==> config.mk <==
export PLATFORM = sky130hd
export DESIGN_NAME = input_conditioner_flat
export DESIGN_NICKNAME = d
export VERILOG_FILES = /design/src/rtl/input_conditioner_if.sv /design/src/rtl/input_conditioner.sv /design/src/flat_wrapper.sv
export SDC_FILE = /design/constraint.sdc
export NUM_CORES = 1
export LEC_CHECK = 0
export CORE_MARGIN = 1
export CORE_UTILIZATION = 39
export DETAILED_ROUTE_END_ITERATION = 10
export PLACE_DENSITY = 0.7
export SYNTH_ARGS = -nofsm -noshare
export SYNTH_HDL_FRONTEND = slang
export SYNTH_SLANG_ARGS = --single-unit
==> constraint.sdc <==
create_clock -name clk -period 3.24 [get_ports clk]
set_input_delay 0.648 -clock clk [delete_from_list [all_inputs] [get_ports clk]]
set_output_delay 0.648 -clock clk [all_outputs]
set_load 0.02 [all_outputs]
==> src/rtl/input_conditioner_if.sv <==
// ---------------------------------------------------------------------------
// input_conditioner_if
// Player-side bus of the input conditioner.
//   en             : movement/attack enabled (game is in the fight state)
//   busy           : player cannot accept an attack this cycle
//   left, right    : conditioned movement levels, active-high
//   attack         : one-cycle attack command pulse
//   attack_pending : a buffered attack is waiting
//   attack_expired : one-cycle pulse when a buffered attack is discarded
// Modports:
//   master : the conditioner (drives the movement/attack outputs)
//   slave  : the player/game logic (drives en and busy)
// ---------------------------------------------------------------------------
interface input_conditioner_if;
  logic en;
  logic busy;
  logic left;
  logic right;
  logic attack;
  logic attack_pending;
  logic attack_expired;

  modport master (
    input  en,
    input  busy,
    output left,
    output right,
    output attack,
    output attack_pending,
    output attack_expired
  );

  modport slave (
    output en,
    output busy,
    input  left,
    input  right,
    input  attack,
    input  attack_pending,
    input  attack_expired
  );
endinterface

==> src/rtl/input_conditioner.sv <==
// ---------------------------------------------------------------------------
// input_conditioner
// Synchronizes, debounces and conditions three active-low raw buttons
// (left, right, attack) into movement levels and a one-shot attack command,
// with optional buffering of an attack pressed while the player is busy.
//
// Parameters:
//   DB_CNT  : consecutive differing cycles before a debounced value flips (1..15)
//   BUF_CNT : lifetime of a buffered attack in cycles (1..63)
//
// Ports:
//   clk          : clock, all state updates on the rising edge
//   rst_n        : synchronous active-low reset
//   raw_left_n   : raw left button, active-low, asynchronous
//   raw_right_n  : raw right button, active-low, asynchronous
//   raw_attack_n : raw attack button, active-low, asynchronous
//   bus          : input_conditioner_if.master (en, busy, left, right,
//                  attack, attack_pending, attack_expired)
//
// Configuration:
//   INPUT_ATTACK_BUFFER_EN defined   : an attack pressed while busy is held
//                                      for up to BUF_CNT cycles.
//   INPUT_ATTACK_BUFFER_EN undefined : an attack pressed while busy is
//                                      dropped; pending/expired stay 0.
// ---------------------------------------------------------------------------
module input_conditioner #(
  parameter int unsigned DB_CNT  = 2,
  parameter int unsigned BUF_CNT = 8
) (
  input  logic                  clk,
  input  logic                  rst_n,
  input  logic                  raw_left_n,
  input  logic                  raw_right_n,
  input  logic                  raw_attack_n,
  input_conditioner_if.master   bus
);

  localparam logic [3:0] DB_LIM = 4'(DB_CNT);

  // Channel index: 0 = left, 1 = right, 2 = attack.
  logic [2:0]      sync1_q, sync1_d;
  logic [2:0]      sync2_q, sync2_d;
  logic [2:0]      db_q, db_d;
  logic [2:0][3:0] cnt_q, cnt_d;
  logic            att_dly_q, att_dly_d;
  logic            attack_q, attack_d;
  logic            att_event_s;

  // Synchronizer and debounce next-state. Inversion happens before the
  // first flop so that reset (all zeros) means "released".
  always_comb begin
    sync1_d = ~{raw_attack_n, raw_right_n, raw_left_n};
    sync2_d = sync1_q;
    db_d    = db_q;
    cnt_d   = cnt_q;
    for (int i = 0; i < 3; i++) begin
      if (sync2_q[i] != db_q[i]) begin
        if ((cnt_q[i] + 4'd1) == DB_LIM) begin
          db_d[i]  = ~db_q[i];
          cnt_d[i] = 4'd0;
        end else begin
          cnt_d[i] = cnt_q[i] + 4'd1;
        end
      end else begin
        cnt_d[i] = 4'd0;
      end
    end
  end

  // Rising edge of the debounced attack: one event per press.
  assign att_dly_d   = db_q[2];
  assign att_event_s = db_q[2] & ~att_dly_q;

`ifdef INPUT_ATTACK_BUFFER_EN
  localparam logic [5:0] BUF_INIT = 6'(BUF_CNT - 1);

  logic       pending_q, pending_d;
  logic       expired_q, expired_d;
  logic [5:0] timer_q, timer_d;

  // Attack arbitration with buffering; branch order is the priority.
  always_comb begin
    attack_d  = 1'b0;
    expired_d = 1'b0;
    pending_d = pending_q;
    timer_d   = timer_q;
    if (!bus.en) begin
      pending_d = 1'b0;
      timer_d   = 6'd0;
    end else if ((att_event_s | pending_q) & ~bus.busy) begin
      attack_d  = 1'b1;
      pending_d = 1'b0;
    end else if (att_event_s & bus.busy) begin
      // A fresh press while already pending restarts the lifetime.
      pending_d = 1'b1;
      timer_d   = BUF_INIT;
    end else if (pending_q & bus.busy & (timer_q == 6'd0)) begin
      pending_d = 1'b0;
      expired_d = 1'b1;
    end else if (pending_q & bus.busy) begin
      timer_d = timer_q - 6'd1;
    end else begin
      pending_d = pending_q;
      timer_d   = timer_q;
    end
  end

  // Buffer state registers.
  always_ff @(posedge clk) begin
    if (!rst_n) begin
      pending_q <= 1'b0;
      expired_q <= 1'b0;
      timer_q   <= 6'd0;
    end else begin
      pending_q <= pending_d;
      expired_q <= expired_d;
      timer_q   <= timer_d;
    end
  end

  assign bus.attack_pending = pending_q;
  assign bus.attack_expired = expired_q;
`else
  // Attack fires only when the player can take it at the press instant.
  always_comb begin
    attack_d = 1'b0;
    if (bus.en & att_event_s & ~bus.busy) begin
      attack_d = 1'b1;
    end else begin
      attack_d = 1'b0;
    end
  end

  assign bus.attack_pending = 1'b0;
  assign bus.attack_expired = 1'b0;
`endif

  // Synchronizer, debounce and attack pulse registers.
  always_ff @(posedge clk) begin
    if (!rst_n) begin
      sync1_q   <= 3'd0;
      sync2_q   <= 3'd0;
      db_q      <= 3'd0;
      cnt_q     <= 12'd0;
      att_dly_q <= 1'b0;
      attack_q  <= 1'b0;
    end else begin
      sync1_q   <= sync1_d;
      sync2_q   <= sync2_d;
      db_q      <= db_d;
      cnt_q     <= cnt_d;
      att_dly_q <= att_dly_d;
      attack_q  <= attack_d;
    end
  end

  // Opposing directions cancel each other.
  assign bus.left   = bus.en & db_q[0] & ~db_q[1];
  assign bus.right  = bus.en & db_q[1] & ~db_q[0];
  assign bus.attack = attack_q;

endmodule

==> src/flat_wrapper.sv <==
// flat-port wrapper written by rule: the top's interface ports become plain ports
module input_conditioner_flat 
#(
  parameter int unsigned DB_CNT  = 2,
  parameter int unsigned BUF_CNT = 8
)
  (clk, rst_n, raw_left_n, raw_right_n, raw_attack_n, bus_en, bus_busy, bus_left, bus_right, bus_attack, bus_attack_pending, bus_attack_expired);
  input_conditioner_if bus_i ();
  input  logic clk;
  input  logic rst_n;
  input  logic raw_left_n;
  input  logic raw_right_n;
  input  logic raw_attack_n;
  input wire logic [$bits(bus_i.en)-1:0] bus_en;
  input wire logic [$bits(bus_i.busy)-1:0] bus_busy;
  output wire logic [$bits(bus_i.left)-1:0] bus_left;
  output wire logic [$bits(bus_i.right)-1:0] bus_right;
  output wire logic [$bits(bus_i.attack)-1:0] bus_attack;
  output wire logic [$bits(bus_i.attack_pending)-1:0] bus_attack_pending;
  output wire logic [$bits(bus_i.attack_expired)-1:0] bus_attack_expired;
  assign bus_i.en = bus_en;
  assign bus_i.busy = bus_busy;
  assign bus_left = bus_i.left;
  assign bus_right = bus_i.right;
  assign bus_attack = bus_i.attack;
  assign bus_attack_pending = bus_i.attack_pending;
  assign bus_attack_expired = bus_i.attack_expired;
  input_conditioner #(.DB_CNT(DB_CNT), .BUF_CNT(BUF_CNT)) u_core (.clk(clk), .rst_n(rst_n), .raw_left_n(raw_left_n), .raw_right_n(raw_right_n), .raw_attack_n(raw_attack_n), .bus(bus_i));
endmodule
; ---- Word-level counts from Yosys, hierarchy flattened
; Cells that the tools add are included.
; Widths: inputs -> output; s select.
[totals]
regBits = 23
inputBits = 7
[classes]
add_sub_neg = 3
eq_ne = 6
muxes = 1
n_bitwise = 17
reduce_logical = 6
[op_table]
columns = cell, count
row1 = $add 4x1->4 const B, 3
row2 = $eq 4x2->1 const B, 3
row3 = $not 1->1, 9
row4 = $reduce_or 3->1, 3
row5 = $and 1x1->1, 7
row6 = $reduce_and 2->1, 3
row7 = $ne 1x1->1, 3
row8 = $not 3->3, 1
row9 = $mux 1, 1

; ---- Logic depth before layout (Yosys ltp)
; Gate-level depths: netlist of the first run.
[logic_depth]
word_depth = 5
depth_mapped = 5
mapped_depth_nobuf = 5

; ---- Worst setup path before layout of the first run
; Ideal clock, no wire load.
[synth_path]
path_kind = input to output
start = input port bus_en
end = output port bus_right
arrival_ns = 0.970
slack_ns = 1.622
path_stages = 2
path_buffers = 0
path_cell_list = nand2_1 nor2_1
[synth_via]
elab_chain_len = 2
[synth_lines]
columns = element, line_no
row1 = from (decl), flat_wrapper.sv:14  ; input wire logic [$bits(bus_i.en)-1:0] bus_en;
row2 = $and 1x1->1 (2 in series), input_conditioner.sv:159  ; assign bus.right = bus.en & db_q[1] & ~db_q[0];
row3 = to (decl), flat_wrapper.sv:17  ; output wire logic [$bits(bus_i.right)-1:0] bus_right;
; No other way between the ends.

; ---- Worst setup path in the final report of the first run
[layout_path]
start = input port bus_en
end = output port bus_left
[layout_via]
elab_chain_len = 2
[layout_lines]
columns = element, line_no
row1 = $and 1x1->1 (2 in series), input_conditioner.sv:158  ; assign bus.left = bus.en & db_q[0] & ~db_q[1];
row2 = to (decl), flat_wrapper.sv:16  ; output wire logic [$bits(bus_i.left)-1:0] bus_left;
; No other way between the ends.

==> results of run 1 <==
-- layout by cell type (no fill, tap or decap) --
master,instances
nor2_1,7
ha_1,6
or4b_1,2
xor2_1,6
o31ai_2,3
inv_1,4
mux2i_1,3
nor2b_1,3
clkbuf_1,1
conb_1,2
nand2_1,10
or4b_4,1
clkdlybuf4s50_1,9
a21boi_0,3
nand3_1,6
and3b_1,4
and2_1,3
nor3_1,6
xnor2_1,3
nor4b_1,1
dfxtp_1,23
clkbuf_4,3
-- stage by stage --
stage | utilization [%] | hold WS (ns)
floorplan | - | 0.3742
global placement | 47.49 | 0.3874
detailed placement | 47.49 | 0.3945
CTS | 48.64 | 0.4120
global route | 48.64 | 0.4279
finish | 48.64 | 0.4079
-- layer usage --
layer / wire [um] / up-vias
met3: 27 / 2
met4: 18 / 0
met1: 646 / 298
li1: - / 348
met5: 0 / -
met2: 697 / 9
-- power by group --
part	switching [W]	internal [W]
Sequential	0.00000342	0.000288
Combinational	0.0000109	0.0000128
Clock	0.0000772	0.0000480
Total	0.0000915	0.000349
-- logic make-up after synthesis --
logic type	Yosys count	share of synthesized area [%]
AOI/OAI and AO/OA	6	6.084
xor gates and xnor gates	9	7.985
adders and majority gates	6	7.604
buffers and inverters	7	4.055
DFF	23	46.64
muxes	3	3.042
other	1	0.3799
and+or+nand+nor	43	24.21
-- final cells by class --
| class | count | area (sq um) | share of cell area (%) |
|---|---|---|---|
| Multi-Input combinational cell | 69 | 490.5 | 43.90 |
| Clock buffer | 4 | 26.28 | 2.352 |
| Inverter | 4 | 15.01 | 1.344 |
| Sequential cell | 23 | 460.4 | 41.21 |
| Timing Repair Buffer | 9 | 90.09 | 8.063 |
| Tap cell | 28 | 35.03 | 3.136 |
-- how the worst min path moves through the flow --
stage,endpoint,slack [ns]
3_5_place_dp,u_core.bus.attack,0.39
3_3_place_gp,u_core.bus.attack,0.39
5_1_grt,u_core.bus.attack,0.43
4_1_cts,u_core.bus.attack,0.41
2_1_floorplan,u_core.bus.attack,0.37
6_report,u_core.bus.attack,0.41
-- registers in the layout, summed over array words and instances, names as in the netlist --
name,count
u_core.cnt_q,12
u_core.db_q,3
u_core.sync1_q,3
u_core.sync2_q,3
u_core.att_dly_q,1
u_core.bus.attack,1
==> impl_metrics.json, run 1 <==
{
  "syn_inst": 98,
  "worst_setup_path_end_kind": "output port",
  "holdCritPathClass": "flip-flop to flip-flop",
  "power_w": 0.0004400,
  "synth_most_common_cell": "dfxtp_1",
  "synth_area_per_cell_sq_um": 10.07,
  "overflow": 0,
  "port_buffers": 9,
  "drc_errors": 0,
  "met1_usage_pct": 13.57,
  "clkLatencyLatePin_ns": 0.30,
  "initial_utilization_pct": 42.97,
  "wirelength_um": 1389,
  "finalWorstSetupSlack_ns": 0.6842,
  "cp.depth": 3,
  "worst-setup-path-type": "input pin to output port",
  "critPathSlowestCell": "clkdlybuf4s50_1",
  "fin_crit_ns": 2.556,
  "rsz0062_at_grt": "no",
  "yosys-top-cells-count": "dfxtp_1, nand2_1, nor2_1",
  "nets": 123,
  "io_pins": 12,
  "tns_ns": 0,
  "drtPass1Iterations": 4,
  "min_path_cells": 1,
  "grt.busiest_layer": "met2",
  "yosysTopAreaCell": "dfxtp_1",
  "synth-seq-area-share_pct": 46.64,
  "finalHoldViolations": 0,
  "synth-edff-count": 0,
  "syn_area_sq_um": 987.2,
  "numCtsBuffers": 3,
  "cp.required_ns": 2.59,
  "vias_per_cell": 4.796,
  "die_area_sq_um": 2736,
  "status": "completed",
  "hold_start": "u_core.att_dly_q",
  "initialDrtViolationCount": 8,
  "synth-seq-cells": 23,
  "cts_setup_buffers": 0,
  "cp-startpoint": "bus_en",
  "fin_cells": 137,
  "grt_use_total_pct": 11.58,
  "reg2reg_from": "u_core.cnt_q[8]",
  "grt_pass1_vias": 574,
  "die_width_um": 52.31,
  "ys_top_cells_by_area": "dfxtp_1, ha_1, xor2_1, nand2_1, o31ai_2",
  "reg2reg_slack_ns": 1.67,
  "met2_usage_pct": 19.83,
  "crit_buf_inv": 2,
  "dp_cells": 133,
  "grtUsageMet3_pct": 2.609,
  "yosysTopAreaCellShare_pct": 46.64,
  "r2r_end": "u_core.db_q[2]",
  "ys_async_sr_fraction_pct": 0,
  "cts_resized": 0,
  "critPathMostFrequentCell": "clkdlybuf4s50_1",
  "fmax_mhz": 391.3,
  "fp.coreArea_sq_um": 2297,
  "finClkSkew_ns": 0.001905,
  "synth_ff_type": "dfxtp_1",
  "area_growth_pct": 13.18,
  "path_cells": "clkdlybuf4s50_1 > and3b_1 > clkdlybuf4s50_1",
  "cpLargestDelayFamily": "buffers and inverters",
  "slew_viol_final": 0,
  "p_leak_nw": 0.4457,
  "placementRows": 17,
  "design_area_sq_um": 1117,
  "place_area_sq_um": 1091,
  "setup_violations": 0,
  "cts_root_buf": "clkbuf_4",
  "antenna_found_initial": 0,
  "ir_drop_uv": 278.6,
  "wl_per_cell_um": 10.14,
  "r2r_cells": 4,
  "hold_buffers": 0,
  "cp_slowest_stage_delay_ns": 0.59,
  "htree_levels": 1,
  "place_congestion": 0.6702,
  "cp_max_fo": 3,
  "ys_warn_count": 0,
  "critPathArrivalTime_ns": 1.91,
  "ant_nets": 0,
  "power_density_nw_per_um2": 393.8,
  "n_antenna_cell": 0,
  "drive_gt1_share_pct": 6.422,
  "dr_total_vias": 657,
  "die_y_um": 52.31,
  "grt_pass1_wl_um": 2332,
  "maxCapViolCount": 0,
  "pre_cts_slack_ns": 0.6627,
  "fin_crit_sh_pct": 78.88,
  "cts.sinks": 23,
  "start_kind": "input pin",
  "clock_path_buffers": 2,
  "critPathCapture": "bus_left",
  "cts_tree": "yes",
  "synth.distinct_cells": 21,
  "dp_hpwl_um": 1092,
  "grt_max_degree": 16,
  "cts.clk_slew.worst_paths_ns": 0.11,
  "nFillCells": 234
}
No activity file was read; power rests on OpenSTA's default activity.
==> inputs of run 2 (changes only) <==
Settings changed: PLACE_DENSITY 0.7 to 0.73.
Clock period 3.24 ns to 2.31 ns, I/O delays scaled along.
==> run 2 against run 1 <==
Critical path depth unchanged. Via count up 1.5%. Die area unchanged. Critical endpoint unchanged.
==> impl_metrics.json, run 2 (synthesized netlist as in run 1, its figures left out) <==
{
  "status": "completed",
  "power_density_nw_per_um2": 548.7,
  "cp_max_fo": 3,
  "r2r_cells": 4,
  "port_buffers": 9,
  "tns_ns": 0,
  "dp_hpwl_um": 1103,
  "ant_nets": 0,
  "reg2reg_slack_ns": 0.75,
  "grt_pass1_wl_um": 2511,
  "clock_path_buffers": 2,
  "grt_pass1_vias": 618,
  "nets": 123,
  "nFillCells": 214,
  "final_cell_mix": "dfxtp_1, nand2_1, clkdlybuf4s50_1",
  "finClkSkew_ns": 0.004610,
  "placementRows": 17,
  "finalHoldViolations": 0,
  "critPathArrivalTime_ns": 1.72,
  "worst_setup_path_end_kind": "output port",
  "pre_cts_slack_ns": 0.1237,
  "min_to": "u_core.bus.attack",
  "place_area_sq_um": 1091,
  "cts_setup_buffers": 0,
  "path_cells": "clkdlybuf4s50_1 > and3b_1 > clkdlybuf4s50_1",
  "rsz0062_at_grt": "no",
  "hold_start": "u_core.att_dly_q",
  "initialDrtViolationCount": 2,
  "fin_crit_sh_pct": 94.54,
  "regMostFlops": "u_core.cnt_q",
  "power_w": 0.0006130,
  "holdCritPathClass": "flip-flop to flip-flop",
  "wl_per_cell_um": 10.14,
  "initial_utilization_pct": 42.97,
  "p_leak_nw": 0.4457,
  "drive_gt1_share_pct": 6.422,
  "register_area_sq_um": 460.4,
  "cts_root_buf": "clkbuf_4",
  "area_growth_pct": 13.18,
  "die_width_um": 52.31,
  "cpLargestDelayFamily": "buffers and inverters",
  "start_kind": "input pin",
  "dr_total_vias": 667,
  "cp.required_ns": 1.85,
  "io_pins": 12,
  "maxCapViolCount": 0,
  "drtPass1Iterations": 2,
  "setup_violations": 0,
  "fmax_mhz": 457.9,
  "die_y_um": 52.31,
  "ir_drop_uv": 378.2,
  "overflow": 0,
  "clkLatencyLatePin_ns": 0.29,
  "numCtsBuffers": 3,
  "drc_errors": 0,
  "critPathSlowestCell": "clkdlybuf4s50_1",
  "place_congestion": 0.7061,
  "utilization_pct": 48.64,
  "cts.sinks": 23,
  "antenna_found_initial": 0,
  "htree_levels": 1,
  "cts.clk_slew.worst_paths_ns": 0.11,
  "fp.coreArea_sq_um": 2297,
  "cts_resized": 0,
  "grt_max_degree": 16,
  "wirelength_um": 1389,
  "reg2reg_from": "u_core.cnt_q[8]",
  "hold_buffers": 0,
  "min_path_cells": 1,
  "fin_crit_ns": 2.184,
  "design_area_sq_um": 1117,
  "die_area_sq_um": 2736,
  "n_antenna_cell": 0,
  "crit_buf_inv": 2,
  "vias_per_cell": 4.869,
  "worst-setup-path-type": "input pin to output port",
  "largest_register_ffs": 12,
  "multi_input_area_sq_um": 490.5,
  "critPathMostFrequentCell": "clkdlybuf4s50_1",
  "final_common_cell": "dfxtp_1",
  "slew_viol_final": 0,
  "r2r_end": "u_core.db_q[2]",
  "cp_slowest_stage_delay_ns": 0.59,
  "grt_use_total_pct": 12.36,
  "cts_tree": "yes",
  "finalWorstSetupSlack_ns": 0.1261
}
run 2: cell counts in the layout (fill, tap and decap cells not counted):
Identical to the previous run, type by type.
run 2: cell type report:
| cell class | instances | share of cell area (%) |
|---|---|---|
| clock buffers | 4 | 2.352 |
| inverters | 4 | 1.344 |
| multi-input cells | 69 | 43.90 |
| flip-flops and latches | 23 | 41.21 |
| well taps | 28 | 3.136 |
| repair buffers | 9 | 8.063 |
run 2: worst max-delay path by stage:
| stage | slack (ns) | end | startpoint | cells after the start |
|---|---|---|---|---|
| 4_1_cts | 0.11 | bus_left | bus_en | 3 |
| 5_1_grt | 0.06 | bus_right | bus_en | 4 |
| 2_1_floorplan | 0.86 | u_core.db_q[2] | u_core.cnt_q[8] | 4 |
| 3_5_place_dp | 0.12 | bus_right | bus_en | 4 |
| 3_3_place_gp | 0.13 | bus_left | bus_en | 3 |
| 6_report | 0.13 | bus_left | bus_en | 3 |
run 2: where the power goes:
group | switching, W | leakage, nW | internal [W]
Sequential | 0.00000454 | 0.187 | 0.000404
Clock | 0.000105 | 0.0150 | 0.0000671
Combinational | 0.0000153 | 0.244 | 0.0000179
run 2: routing by layer:
layer  part of all wire [%]  vias up  wire [um]  track usage (%)
met5                      0        -          0                0
met4                   0.72        0         10            5.263
met3                    3.0        2         42            2.609
met2                     51       10        704            22.15
met1                     45      300        631            13.90
li1                       -      355          -                -
run 2: per-stage QoR:
step / instances / hold slack (ns)
finish: 137 / 0.4029
global placement: 133 / 0.3818
CTS: 137 / 0.4101
floorplan: 99 / 0.3742
detailed placement: 133 / 0.3929
global route: 137 / 0.4254
==> inputs of run 3 (changes only) <==
Settings changed: CORE_MARGIN 1 to not set.
==> results of run 3 <==
The final DEF is identical to that of run 2; final timing and power are the same.
